--- src/rtl/uart_prog_loader_pkg.sv ---
// Shared types and constants for the UART program loader.
package uart_prog_loader_pkg;

  // Loader frame states
  typedef enum logic [2:0] {
    StLen,
    StData,
    StCsum,
    StDone,
    StErr
  } state_e;

  // All four byte lanes enabled for a full-word write
  localparam logic [3:0] MASK_ALL = 4'b1111;

  // Bytes in the length header and in each data word
  localparam int unsigned LEN_BYTES = 4;

endpackage

--- src/rtl/uart_prog_loader_word_asm.sv ---
// Assembles little-endian 32-bit words from a byte stream and keeps a running XOR checksum.
module uart_prog_loader_word_asm
  import uart_prog_loader_pkg::*;
(
  input  logic        clk,
  input  logic        rst,
  input  logic        valid,
  input  logic [7:0]  data,
  output logic [31:0] word,
  output logic        word_ready,
  output logic [7:0]  csum
);

  logic [1:0]  lane_q;
  logic [23:0] asm_q;
  logic [7:0]  csum_q;

  // The top lane is taken straight from the incoming byte, so the word is
  // available in the same cycle its last byte is accepted.
  always_comb begin
    word_ready = valid && (lane_q == 2'(LEN_BYTES - 1));
    word       = {data, asm_q};
    csum       = csum_q;
  end

  // Byte-lane counter, shift register and checksum accumulate on each valid byte
  always_ff @(posedge clk) begin
    if (!rst) begin
      lane_q <= 2'd0;
      asm_q  <= 24'd0;
      csum_q <= 8'd0;
    end else if (valid) begin
      lane_q <= lane_q + 2'd1;
      asm_q  <= {data, asm_q[23:8]};
      csum_q <= csum_q ^ data;
    end
  end

endmodule

--- src/rtl/uart_prog_loader.sv ---
// Boot-time loader: receives a length-prefixed, checksummed image over UART,
// writes it into instruction RAM and releases the core once verified.
module uart_prog_loader
  import uart_prog_loader_pkg::*;
#(
  parameter int unsigned ADDR_W      = 8,
  parameter int unsigned MAX_WORDS   = 256,
  parameter int unsigned TIMEOUT_CYC = 1000000
) (
  input  logic              clk,
  input  logic              rst,
  input  logic              rx_valid,
  input  logic [7:0]        rx_data,
  output logic              request,
  output logic              w_en,
  output logic [ADDR_W-1:0] address,
  output logic [31:0]       write_data,
  output logic [3:0]        masking,
  output logic              core_rst,
  output logic              done,
  output logic              error
);

  // One extra bit so the word counter can hold N == 2**ADDR_W
  localparam int unsigned CNT_W = ADDR_W + 1;

  state_e            state_q, state_d;
  logic [1:0]        len_byte_q, len_byte_d;
  logic [23:0]       len_shift_q, len_shift_d;
  logic [CNT_W-1:0]  len_words_q, len_words_d;
  logic [CNT_W-1:0]  word_cnt_q, word_cnt_d;
  logic [31:0]       tmo_q, tmo_d;
  logic              started_q, started_d;
  logic              req_q, req_d;
  logic [ADDR_W-1:0] addr_q, addr_d;
  logic [31:0]       wdata_q, wdata_d;

  logic              active;
  logic              accept;
  logic              asm_valid;
  logic [31:0]       asm_word;
  logic              word_ready;
  logic [7:0]        csum;
  logic [31:0]       full_len;
  logic [CNT_W-1:0]  word_cnt_inc;

  uart_prog_loader_word_asm u_word_asm (
    .clk        (clk),
    .rst        (rst),
    .valid      (asm_valid),
    .data       (rx_data),
    .word       (asm_word),
    .word_ready (word_ready),
    .csum       (csum)
  );

  // Next-state, header decode, word write and timeout logic
  always_comb begin
    state_d     = state_q;
    len_byte_d  = len_byte_q;
    len_shift_d = len_shift_q;
    len_words_d = len_words_q;
    word_cnt_d  = word_cnt_q;
    tmo_d       = tmo_q;
    started_d   = started_q;
    req_d       = 1'b0;
    addr_d      = addr_q;
    wdata_d     = wdata_q;
    asm_valid   = 1'b0;

    active       = (state_q == StLen) || (state_q == StData) || (state_q == StCsum);
    accept       = active && rx_valid;
    full_len     = {rx_data, len_shift_q};
    word_cnt_inc = word_cnt_q + CNT_W'(1);

    if (accept) begin
      tmo_d     = 32'd0;
      started_d = 1'b1;
    end else if (active && started_q) begin
      tmo_d = tmo_q + 32'd1;
    end

    unique case (state_q)
      StLen: begin
        if (rx_valid) begin
          if (len_byte_q == 2'(LEN_BYTES - 1)) begin
            len_words_d = full_len[CNT_W-1:0];
            if (full_len == 32'd0) begin
              state_d = StCsum;
            end else if (full_len > MAX_WORDS) begin
              state_d = StErr;
            end else begin
              state_d = StData;
            end
          end else begin
            len_shift_d = {rx_data, len_shift_q[23:8]};
            len_byte_d  = len_byte_q + 2'd1;
          end
        end
      end
      StData: begin
        if (rx_valid) begin
          asm_valid = 1'b1;
          if (word_ready) begin
            req_d      = 1'b1;
            addr_d     = word_cnt_q[ADDR_W-1:0];
            wdata_d    = asm_word;
            word_cnt_d = word_cnt_inc;
            if (word_cnt_inc == len_words_q) begin
              state_d = StCsum;
            end
          end
        end
      end
      StCsum: begin
        if (rx_valid) begin
          state_d = (rx_data == csum) ? StDone : StErr;
        end
      end
      default: ;
    endcase

    // A stalled frame is abandoned; tmo_d is zero whenever a byte was accepted
    if (active && (tmo_d == TIMEOUT_CYC)) begin
      state_d = StErr;
    end
  end

  // State and datapath registers with synchronous active-low reset
  always_ff @(posedge clk) begin
    if (!rst) begin
      state_q     <= StLen;
      len_byte_q  <= 2'd0;
      len_shift_q <= 24'd0;
      len_words_q <= '0;
      word_cnt_q  <= '0;
      tmo_q       <= 32'd0;
      started_q   <= 1'b0;
      req_q       <= 1'b0;
      addr_q      <= '0;
      wdata_q     <= 32'd0;
    end else begin
      state_q     <= state_d;
      len_byte_q  <= len_byte_d;
      len_shift_q <= len_shift_d;
      len_words_q <= len_words_d;
      word_cnt_q  <= word_cnt_d;
      tmo_q       <= tmo_d;
      started_q   <= started_d;
      req_q       <= req_d;
      addr_q      <= addr_d;
      wdata_q     <= wdata_d;
    end
  end

  // Memory-port and status outputs
  always_comb begin
    request    = req_q;
    w_en       = req_q;
    address    = addr_q;
    write_data = wdata_q;
    masking    = req_q ? MASK_ALL : 4'b0000;
    done       = (state_q == StDone);
    core_rst   = (state_q == StDone);
    error      = (state_q == StErr);
  end

endmodule
--- config.mk ---
export PLATFORM = sky130hd
export DESIGN_NAME = uart_prog_loader
export DESIGN_NICKNAME = d
export VERILOG_FILES = /design/src/rtl/uart_prog_loader_pkg.sv /design/src/rtl/uart_prog_loader_word_asm.sv /design/src/rtl/uart_prog_loader.sv
export SDC_FILE = /design/constraint.sdc
export NUM_CORES = 1
export LEC_CHECK = 0
export CAP_MARGIN = 25
export CORE_MARGIN = 2
export CORE_UTILIZATION = 50
export DETAILED_ROUTE_END_ITERATION = 8
export GPL_ROUTABILITY_DRIVEN = 0
export PLACE_DENSITY = 0.68
export SETUP_SLACK_MARGIN = 0.1
export SKIP_CTS_REPAIR_TIMING = 1
export SLEW_MARGIN = 30
export SYNTH_ARGS = -nofsm -noshare
export SYNTH_HDL_FRONTEND = slang
export SYNTH_SLANG_ARGS = --single-unit
--- constraint.sdc ---
create_clock -name clk -period 2.4 [get_ports clk]
set_clock_uncertainty 0.1 [all_clocks]
set_input_delay 0.36 -clock clk [delete_from_list [all_inputs] [get_ports clk]]
set_output_delay 0.36 -clock clk [all_outputs]
set_load 0.005 [all_outputs]
==> tab_implementation.tex, run 1 <==
\begin{tabular}{lr}
\hline
Metric & Value \\
\hline
\multicolumn{2}{l}{\textbf{Run status}} \\
\quad Run status & complete, but fails checks \\
\quad Violations in the final reports & setup timing \\
\multicolumn{2}{l}{\textbf{Logic synthesis}} \\
\quad Post-Synthesis Cells & 844 \\
\quad Net count after synthesis & 859 \\
\quad Share of synthesized registers carrying an async set or reset & 0 \\
\quad EDFF count, synth & 0 \\
\quad Part of the Yosys area used for sequential elements & 0.449 \\
\quad Synthesis warning total & 0 \\
\quad Count of state elements after synthesis & 155 \\
\quad Mean instance size in the synthesized netlist & 8.19 um2 \\
\quad Share of Yosys cell area claimed by the top area cell type & 0.449 \\
\quad Yosys top cell by area & dfxtp\_1 \\
\quad Cell Area, Synth & 6910 um2 \\
\quad Largest cells by area after synthesis & dfxtp\_1 45\%, nand2\_1 11\%, a21oi\_1 7.0\% \\
\quad Top FF cell, synth & dfxtp\_1 \\
\quad Number of distinct standard cells referenced by the synthesized netlist & 62 \\
\multicolumn{2}{l}{\textbf{Finish}} \\
\quad Final Net Count & 967 \\
\quad Post-layout instance count excluding filler cells & 1,141 \\
\quad Ratio of cells with drive above 1 in the final layout & 0.180 \\
\quad Signed area change from the synthesized netlist to the final layout & 30.3\% \\
\quad Design Area, Final & 9000 um2 \\
\quad Diode count & 0 \\
\multicolumn{2}{l}{\textbf{Timing}} \\
\quad Slew margin rel. & 0.730 \\
\quad Final hold violations & 0 \\
\quad Post-route clock period utilization & 1.03 \\
\quad Final worst slack & -0.0704 ns \\
\quad Setup total negative slack & -0.202 ns \\
\quad Max Clk Rate & 405 MHz \\
\quad Final hold slack & 0.353 ns \\
\quad Number of max-slew violations in the final report & 0 \\
\quad Final-report setup violation count & 3 \\
\quad Worst-Margin Slew & 0.401 ns \\
\quad Setup repair after global routing missed its margin & yes \\
\quad Period minus WS final & 2.47 ns \\
\multicolumn{2}{l}{\textbf{Floorplan}} \\
\quad Initial Util & 0.518 \\
\quad Core ar. & 13,300 um2 \\
\quad Area of the die & 14,800 um2 \\
\quad Die outline width & 122 um \\
\quad Height of the chip & 122 um \\
\quad Total I/O pin count & 60 \\
\quad Total number of placement rows & 42 \\
\multicolumn{2}{l}{\textbf{Worst setup path}} \\
\quad R2R Setup Slk & -0.07 ns \\
\quad Category of the worst setup path capture point & flop \\
\quad Endpoint arrival time on the critical path & 2.67 ns \\
\quad Required @ worst endpoint & 2.60 ns \\
\quad Maximum fanout encountered on the critical timing path & 4 \\
\quad Startpoint Class & flop \\
\quad Type of the setup path with the least slack & reg -> reg \\
\multicolumn{2}{l}{\textbf{Clock tree}} \\
\quad Clock Root Buffer & clkbuf\_16 \\
\quad Clock-pin transition on the worst setup and hold timing paths & 0.06 ns \\
\quad Number of buffers on the longest clock path & 2 \\
\quad Clock tree from TritonCTS & yes \\
\quad Insertion delay of the later-clocked pin in the worst-skew pair & 0.43 ns \\
\quad H-tree depth reported by CTS & 4 \\
\quad Total clock buffers created by CTS & 17 \\
\quad TritonCTS Sinks & 155 \\
\multicolumn{2}{l}{\textbf{Global routing}} \\
\quad Tot GR Track Use & 0.237 \\
\quad Number of antenna violations at the first check in global routing & 0 \\
\quad First-pass GRT wire length & 27,900 um \\
\quad Remaining global-route overflow & 0 \\
\quad Largest net degree at the start of global routing & 96 \\
\quad Number of global-route vias before repair & 5,980 \\
\multicolumn{2}{l}{\textbf{Routing}} \\
\quad Number of optimization iterations in the first detailed-route pass & 5 \\
\quad Detailed-route via count & 6,286 \\
\quad Routed Antenna Nets & 0 \\
\quad Post-route DRC & 0 \\
\quad Number of DRC markers after the initial detailed-route iteration & 428 \\
\quad Mean routed wirelength per cell & 15.2 um \\
\quad Vias per inst & 5.51 \\
\quad Detailed-route wire length & 17,300 um \\
\multicolumn{2}{l}{\textbf{Job}} \\
\quad Max-capacitance violation count & 0 \\
\multicolumn{2}{l}{\textbf{Pwr}} \\
\quad Static leakage & 3.29 nW \\
\quad Internal power & 4.47 mW \\
\quad P per Cell Area & 634 nW/um2 \\
\quad Comb pwr share & 0.040 \\
\quad Switching power & 1.24 mW \\
\quad Portion of total power attributed to sequential cells & 0.458 \\
\quad Proportion of total power due to net switching & 0.217 \\
\quad Peak supply drop & 0.000444 V \\
\quad Proportion of power drawn by the clock network & 0.502 \\
\multicolumn{2}{l}{\textbf{Placed design}} \\
\quad Total placed instance area & 8080 um2 \\
\quad Number of instances in the placed design & 1,098 \\
\quad Post-place setup slack & -0.326 ns \\
\quad Buffers on Ports & 59 \\
\quad HPWL Detailed & 12,100 um \\
\multicolumn{2}{l}{\textbf{Worst hold path}} \\
\quad Kind of path behind the tightest hold check & reg -> reg \\
\hline
\end{tabular}
[metrics by stage]
step | utilization | power, mW
after detailed placement | 0.606 | 2.90
after global routing | 0.674 | 5.87
final | 0.674 | 5.71
after CTS | 0.653 | 5.74
after floorplan | - | 2.79
after global placement | 0.606 | 2.89
[critical path, stage by stage, from the launching register on]
cell	delay, ns
dfxtp_4	0.37
ha_4	0.16
nand3_4	0.07
or2_1	0.25
o31a_1	0.33
nor4_2	0.29
buf_4	0.19
a41oi_4	0.12
nor4_2	0.24
buf_4	0.17
a211oi_2	0.06
[flip-flops by register name, indices dropped and copies added, names as in the netlist]
| signal | cells |
|---|---|
| u_word_asm.lane_q | 2 |
| len_byte_q | 2 |
| started_q | 1 |
| tmo_q | 32 |
| state_q | 3 |
| len_shift_q | 24 |
| write_data | 32 |
| request | 1 |
| word_cnt_q | 9 |
| len_words_q | 9 |
| address | 8 |
| u_word_asm.asm_q | 24 |
| u_word_asm.csum | 8 |
[cell type report]
cell class	count	area [um2]
clock buffer	20	447
clock inverter	12	184
fill	1122	4350
inverter	10	42.5
multi-input combinational	617	3640
sequential	155	3120
tap	176	220
timing repair buffer	151	1350
[cell usage after synthesis, drive strengths merged, types with 10 or more instances]
library cell and number:
nand2 205, dfxtp 155, a21oi 98, nor2 65
xnor2 40, clkbuf 37, buf 25, nor4 25
xor2 24, nand3 17, and3 14, nand4 14
nor3 14, mux2i 12, o21ai 10
[logic make-up (layout without fill, tap and decap cells)]
group,after synthesis,after routing,share of synthesized area
buffers and inverters,72,193,0.0496
flip-flops,155,155,0.449
AO/OA/AOI/OAI,150,150,0.133
XOR/XNOR,64,64,0.0811
adder cells (fa/ha/maj),4,4,0.00724
multiplexers,12,12,0.0174
AND/OR/NAND/NOR,387,387,0.262
[power groups by stage]
stage	registers [mW]	logic [mW]	clock network, mW
6_report	2.61	0.231	2.86
3_5_place_dp	2.67	0.226	0
3_3_place_gp	2.67	0.220	0
5_1_grt	2.61	0.250	3.00
4_1_cts	2.61	0.227	2.90
2_1_floorplan	2.67	0.126	0
[path summary, 6_finish.rpt]
kind                                 start          to  depth (start not counted)
worst max-delay path              tmo_q[1]  state_q[1]                         10
worst min-delay path            address[4]  address[4]                          2
worst max register to register    tmo_q[1]  state_q[1]                         10
worst min register to register  address[4]  address[4]                          2
[placed cells by master, fill, tap and decap left out, types with 3 or more instances in the layout]
cell / n
xnor2_1: 38
nor3_1: 12
inv_6: 3
xor2_1: 23
or3_1: 5
mux2i_1: 12
inv_1: 7
clkinv_2: 3
nor4_1: 14
o21ba_2: 4
dlymetal6s2s_1: 3
nor2_1: 64
bufinv_16: 4
nor2b_1: 5
nand2_1: 205
nand3_4: 3
nand3_1: 14
dfxtp_2: 4
dfxtp_1: 147
nor4_4: 3
ha_1: 3
and2_1: 6
buf_12: 4
a211oi_1: 3
a21oi_1: 97
o31a_1: 5
nor4_2: 8
buf_4: 86
o21ai_0: 9
a31oi_1: 3
clkbuf_16: 17
clkdlybuf4s50_1: 56
dfxtp_4: 4
and3_1: 14
nand4_1: 12
[routing by layer]
layer,track usage,up-vias,part of all wire,wire [um]
met5,0,-,0,0
met4,0.113,0,0.042,734
met3,0.0510,51,0.039,673
met2,0.412,159,0.50,8650
met1,0.278,2981,0.42,7290
li1,-,3095,-,-
No activity file was read; power rests on OpenSTA's default activity.
==> run 2: changes to the inputs <==
Settings changed: SLEW_MARGIN 30 to 15.
==> results of run 2 <==
Same layout as run 1: the final DEF is identical, and so are final timing and power.
